File: config.mk
export PLATFORM = sky130hd
export DESIGN_NAME = dbus_master
export DESIGN_NICKNAME = d
export VERILOG_FILES = /design/src/rtl/dbus_master.sv
export SDC_FILE = /design/constraint.sdc
export NUM_CORES = 1
export LEC_CHECK = 0
export CORE_MARGIN = 5
export CORE_UTILIZATION = 44
export CTS_CLUSTER_DIAMETER = 60
export DETAILED_ROUTE_END_ITERATION = 7
export PLACE_DENSITY = 0.86
export SLEW_MARGIN = 20
export SYNTH_ARGS = -nofsm -noshare
export SYNTH_HDL_FRONTEND = slang
export SYNTH_SLANG_ARGS = --single-unit
File: constraint.sdc
create_clock -name clk -period 2.4 [get_ports clk]
set_input_delay 0.6 -clock clk [delete_from_list [all_inputs] [get_ports clk]]
set_output_delay 0.6 -clock clk [all_outputs]
set_load 0.02 [all_outputs]
File: src/rtl/dbus_master.sv
// rtl/dbus_master.sv - data-memory bus initiator: one load/store at a time, alignment check, bus watchdog
module dbus_master #(
  parameter int TIMEOUT = 16
) (
  input  logic        clk,
  input  logic        rst,
  input  logic        req_valid,
  output logic        req_ready,
  input  logic        req_write,
  input  logic [1:0]  req_size,
  input  logic        req_unsigned,
  input  logic [31:0] req_addr,
  input  logic [31:0] req_wdata,
  output logic        resp_valid,
  output logic [31:0] resp_rdata,
  output logic        resp_err,
  output logic        resp_misalign,
  output logic [31:0] DAD,
  output logic        MREQ,
  output logic        WRITE,
  output logic [1:0]  SIZE,
  output logic [31:0] DDT_O,
  output logic        DDT_OE,
  input  logic [31:0] DDT_I,
  input  logic        ACKD_n
);

  localparam int CW = (TIMEOUT > 2) ? $clog2(TIMEOUT) : 1;
  localparam logic [CW-1:0] CNT_LAST = CW'(TIMEOUT - 1);

  typedef enum logic {S_IDLE, S_BUS} state_t;

  state_t        state_q, state_d;
  logic [31:0]   addr_q, addr_d;
  logic [1:0]    size_q, size_d;
  logic          write_q, write_d;
  logic          uns_q, uns_d;
  logic [31:0]   wdata_q, wdata_d;
  logic [CW-1:0] cnt_q, cnt_d;
  logic          resp_valid_q, resp_valid_d;
  logic [31:0]   resp_rdata_q, resp_rdata_d;
  logic          resp_err_q, resp_err_d;
  logic          resp_misalign_q, resp_misalign_d;

  logic          misaligned;
  logic [31:0]   wdata_lanes;
  logic [31:0]   load_data;

  always_comb begin
    misaligned  = 1'b0;
    wdata_lanes = 32'h0;
    case (req_size)
      2'b00: begin
        misaligned  = (req_addr[1:0] != 2'b00);
        wdata_lanes = req_wdata;
      end
      2'b01: begin
        misaligned  = req_addr[0];
        wdata_lanes = {16'h0, req_wdata[15:0]};
      end
      2'b10: wdata_lanes = {24'h0, req_wdata[7:0]};
      default: misaligned = 1'b1;
    endcase
  end

  // Responder places the lanes; only the low half/byte is meaningful for narrow loads.
  always_comb begin
    load_data = DDT_I;
    case (size_q)
      2'b01:   load_data = {{16{~uns_q & DDT_I[15]}}, DDT_I[15:0]};
      2'b10:   load_data = {{24{~uns_q & DDT_I[7]}}, DDT_I[7:0]};
      default: load_data = DDT_I;
    endcase
  end

  always_comb begin
    state_d         = state_q;
    addr_d          = addr_q;
    size_d          = size_q;
    write_d         = write_q;
    uns_d           = uns_q;
    wdata_d         = wdata_q;
    cnt_d           = cnt_q;
    resp_valid_d    = 1'b0;
    resp_rdata_d    = 32'h0;
    resp_err_d      = 1'b0;
    resp_misalign_d = 1'b0;
    req_ready       = 1'b0;
    MREQ            = 1'b0;
    DAD             = 32'h0;
    WRITE           = 1'b0;
    SIZE            = 2'b00;
    DDT_O           = 32'h0;
    DDT_OE          = 1'b0;
    case (state_q)
      S_IDLE: begin
        req_ready = 1'b1;
        if (req_valid) begin
          addr_d  = req_addr;
          size_d  = req_size;
          write_d = req_write;
          uns_d   = req_unsigned;
          wdata_d = wdata_lanes;
          if (misaligned) begin
            resp_valid_d    = 1'b1;
            resp_misalign_d = 1'b1;
          end else begin
            state_d = S_BUS;
            cnt_d   = '0;
          end
        end
      end
      S_BUS: begin
        MREQ   = 1'b1;
        DAD    = addr_q;
        WRITE  = write_q;
        SIZE   = size_q;
        DDT_OE = write_q;
        DDT_O  = write_q ? wdata_q : 32'h0;
        if (!ACKD_n) begin
          state_d      = S_IDLE;
          resp_valid_d = 1'b1;
          resp_rdata_d = write_q ? 32'h0 : load_data;
        end else if (cnt_q == CNT_LAST) begin
          state_d      = S_IDLE;
          resp_valid_d = 1'b1;
          resp_err_d   = 1'b1;
        end else begin
          cnt_d = cnt_q + CW'(1);
        end
      end
      default: state_d = S_IDLE;
    endcase
  end

  always_ff @(posedge clk) begin
    if (rst) begin
      state_q         <= S_IDLE;
      addr_q          <= 32'h0;
      size_q          <= 2'b00;
      write_q         <= 1'b0;
      uns_q           <= 1'b0;
      wdata_q         <= 32'h0;
      cnt_q           <= '0;
      resp_valid_q    <= 1'b0;
      resp_rdata_q    <= 32'h0;
      resp_err_q      <= 1'b0;
      resp_misalign_q <= 1'b0;
    end else begin
      state_q         <= state_d;
      addr_q          <= addr_d;
      size_q          <= size_d;
      write_q         <= write_d;
      uns_q           <= uns_d;
      wdata_q         <= wdata_d;
      cnt_q           <= cnt_d;
      resp_valid_q    <= resp_valid_d;
      resp_rdata_q    <= resp_rdata_d;
      resp_err_q      <= resp_err_d;
      resp_misalign_q <= resp_misalign_d;
    end
  end

  assign resp_valid    = resp_valid_q;
  assign resp_rdata    = resp_rdata_q;
  assign resp_err      = resp_err_q;
  assign resp_misalign = resp_misalign_q;

endmodule

==> summary.md <==
| Metric | Value |
|---|---|
| CP Buf/Inv Count | 2 |
| Starting density of the core | 44.4% |
| DR WL/cell | 15.5 microns |
| Leading cell type in the layout, fill and taps excluded | clkdlybuf4s50_1 |
| CP peak stage delay | 0.63 ns |
| CP max stage cell | clkdlybuf4s50_1 |
| Leak | 3.21 nW |
| Total power | 0.00346 W |
| Type of the most critical hold path | reg -> reg |
| Max cap viols | 0 |
| Sink Count | 108 |
| Reg2reg start | size_q[0] |
| I/O pins | 209 |
| Setup Fix Bufs, Post-CTS | 0 |
| Final hold vios | 0 |
| Startpoint Class | flip-flop |
| Synth cell types | 34 |
| Vias | 4,193 |
| First-pass GRT wire length | 19.9 mm |
| Hold Path Sink | wdata_q[10] |
| Crit-path leading delay family | buffers and inverters |
| Cell Area, Placed | 0.00642 sq mm |
| Outcome | finished, final reports clean |
| Final RePlAce weighted congestion | 0.802 |
| F_max | 445 MHz |
| Hold Buf Count CTS | 0 |
| Cell area after layout | 0.00661 sq mm |
| Pwr dens | 524 mW/mm^2 |
| CP max FO | 8 |
| RSZ-0062 raised after global routing | false |
| Endpoints failing setup | 0 |
| Number of flops mapped to enable cells by yosys | 0 |
| Met2 routed WL | 6.66 mm |
| Diodes inserted | 0 |
| Crit Path Class | reg -> out |
| TritonRoute pass-1 iters | 5 |
| Setup TNS | 0 ns |
| Fin Hold WS | 0.455 ns |
| Antenna Violating Nets Remaining | 0 |
| Largest net degree at the start of global routing | 79 |
| Clk pin slew, worst setup/hold paths | 0.11 ns |
| GRT Residual Overflow | 0 |
| Worst Tran Pin Value | 0.794 ns |
| Cell area after synthesis | 0.00428 sq mm |
| Mapped Cells | 508 |
| R2R depth | 5 |
| CTS tree | built |
| Fin crit share | 93.7% |
| Clock buffer depth | 2 |
| Cell taking the most area after synthesis | dfxtp_1 |
| CP Cell Sequence | inv_1 -> nor2_1 -> clkdlybuf4s50_1 |
| H-tree levels | 3 |
| Row cnt | 36 |
| Clock Skews | 0.00904 ns |
| Seq/Total Area, Yosys | 50.6% |
| Critical Path RT | 1.80 ns |
| Rel. slew slack | 47.1% |
| Die X-Extent | 109 microns |
| Reg2reg end | resp_rdata[17] |
| Multi-input gate area | 0.00189 sq mm |
| Overall Global Routing Usage | 21.4% |
| Post-DP HPWL | 9.49 mm |
| Vias in the first global route | 4,124 |
| IO buf count | 208 |
| Reg2Reg Setup Slack | 0.54 ns |
| Residual DRC count | 0 |
| Asr flop ratio synth | 0% |
| YS warnings | 0 |
| CTS Buf Count | 9 |
| Mean post-synth cell area | 8.42 sq um |
| Synth top area cells | dfxtp_1 51%, nand2_1 10%, a21oi_1 8.8%, and2_1 6.0%, and3_1 4.8% |
| Area Growth Syn to Fin | 54.6% |
| Number of antenna violations at the first check in global routing | 0 |
| Highest metal used | met4 |
| Detailed router's first-iteration violation count | 218 |
| Die ar. | 0.0118 sq mm |
| Worst-Skew Late Latency | 0.36 ns |
| Hold Startpoint | wdata_q[10] |
| Via-to-Cell Ratio | 5.03 |
| M1 WL | 5.07 mm |
| Area fraction of the dominant cell type after synthesis | 50.6% |
| Die height | 109 microns |
| Syn Nets | 615 |
| Clk root buf | clkbuf_8 |
| Most used DFF post-synth | dfxtp_1 |
| Minimum clock period | 2.25 ns |
| Worst EP arrival | 1.65 ns |
| Slew Viols, Final | 0 |
| Max VDD drop | 264 uV |
| Met3 WL post-DR | 937 microns |
| Nets | 803 |
| Core area | 0.00964 sq mm |
| Number of synthesized register bits | 108 |
| Crit end category | primary output |
| Share of cells above drive strength 1 | 5.85% |
| Fill count | 809 |
| Register area | 0.00217 sq mm |
| Routed Wire Length | 12.9 mm |
| Most frequent cells in the layout | 141 x clkdlybuf4s50_1, 116 x nand2_1, 107 x dfxtp_1 |
| Hold Path Stages | 2 |
[area by class of cell]
| type | count | area share [%] |
|---|---|---|
| clock buffer | 9 | 1.87 |
| multi-input combinational | 354 | 28.6 |
| tap | 133 | 2.52 |
| timing repair buffer | 220 | 33.2 |
| inverter | 3 | 0.170 |
| clock inverter | 7 | 0.909 |
| sequential | 108 | 32.8 |
[layer usage]
metal / vias to the layer above / GRT usage (%)
met5: - / 0
met1: 1944 / 24.6
met4: 0 / 7.57
met3: 20 / 4.42
li1: 2054 / -
met2: 175 / 38.8
[per-stage QoR]
stage | util, % | worst slack [ns] | instances
3_3_place_gp | 66.6 | 0.329 | 818
6_report | 68.6 | 0.152 | 834
2_1_floorplan | - | 0.293 | 508
4_1_cts | 68.0 | 0.00366 | 834
5_1_grt | 68.6 | 0.0689 | 834
3_5_place_dp | 66.6 | 0.292 | 818
[synth_stat cells (2+ instances only)]
cell type and instances:
a21oi_1 75, a22oi_1 16, nand3_1 10, nand3b_1 8, buf_4 4, ha_1 3
and2_1 41, dfxtp_1 108, o2bb2ai_1 2, nand2b_1 2, buf_6 4, inv_1 3
nor2_1 22, a211oi_1 2, o21ai_0 3, mux2_2 2, nor2b_1 4, clkbuf_1 22
nor3_1 2, buf_2 13, nand2_1 116, and3_1 33, or3_1 2
[what timing repair did]
item                       in CTS  in global routing
gates cloned                    0                  0
resized for setup              47                 21
setup endpoints to repair      66                 21
pin swaps                       0                  0
[cells by family after synthesis]
| kind of cell | count (synthesis) | share of synthesized area [%] |
|---|---|---|
| AOI/OAI and AO/OA | 103 | 13.7 |
| and+or+nand+nor | 246 | 28.8 |
| buffers and inverters | 46 | 5.47 |
| muxes | 2 | 0.527 |
| adders and majority gates | 3 | 0.878 |
| DFF | 108 | 50.6 |
[registers in the layout, indices dropped and copies added (netlist names)]
register       flops
resp_misalign      1
size_q             2
resp_rdata        32
resp_err           1
write_q            1
cnt_q              4
wdata_q           32
resp_valid         1
state_q            1
uns_q              1
addr_q            32
[worst max-delay path by stage]
stage | startpoint | to | slack (ns) | cells past startpoint
floorplan | state_q | WRITE | 0.29 | 5
global placement | state_q | DDT_O[15] | 0.33 | 3
detailed placement | req_size[1] | wdata_q[28] | 0.29 | 6
CTS | state_q | DAD[28] | 0.004 | 3
global route | state_q | SIZE[0] | 0.07 | 3
finish | state_q | SIZE[0] | 0.15 | 3
[where the power goes]
group | switching (W) | internal [W]
Sequential | 0.0000328 | 0.00186
Combinational | 0.000253 | 0.000270
Clock | 0.000652 | 0.000396
Total | 0.000938 | 0.00252
[worst min-delay path, stage by stage (launching register included)]
cell and delay [ns]:
dfxtp_1 0.32, nand2_1 0.05, a21oi_1 0.05
Note: power is estimated with default switching activity, not from simulation.
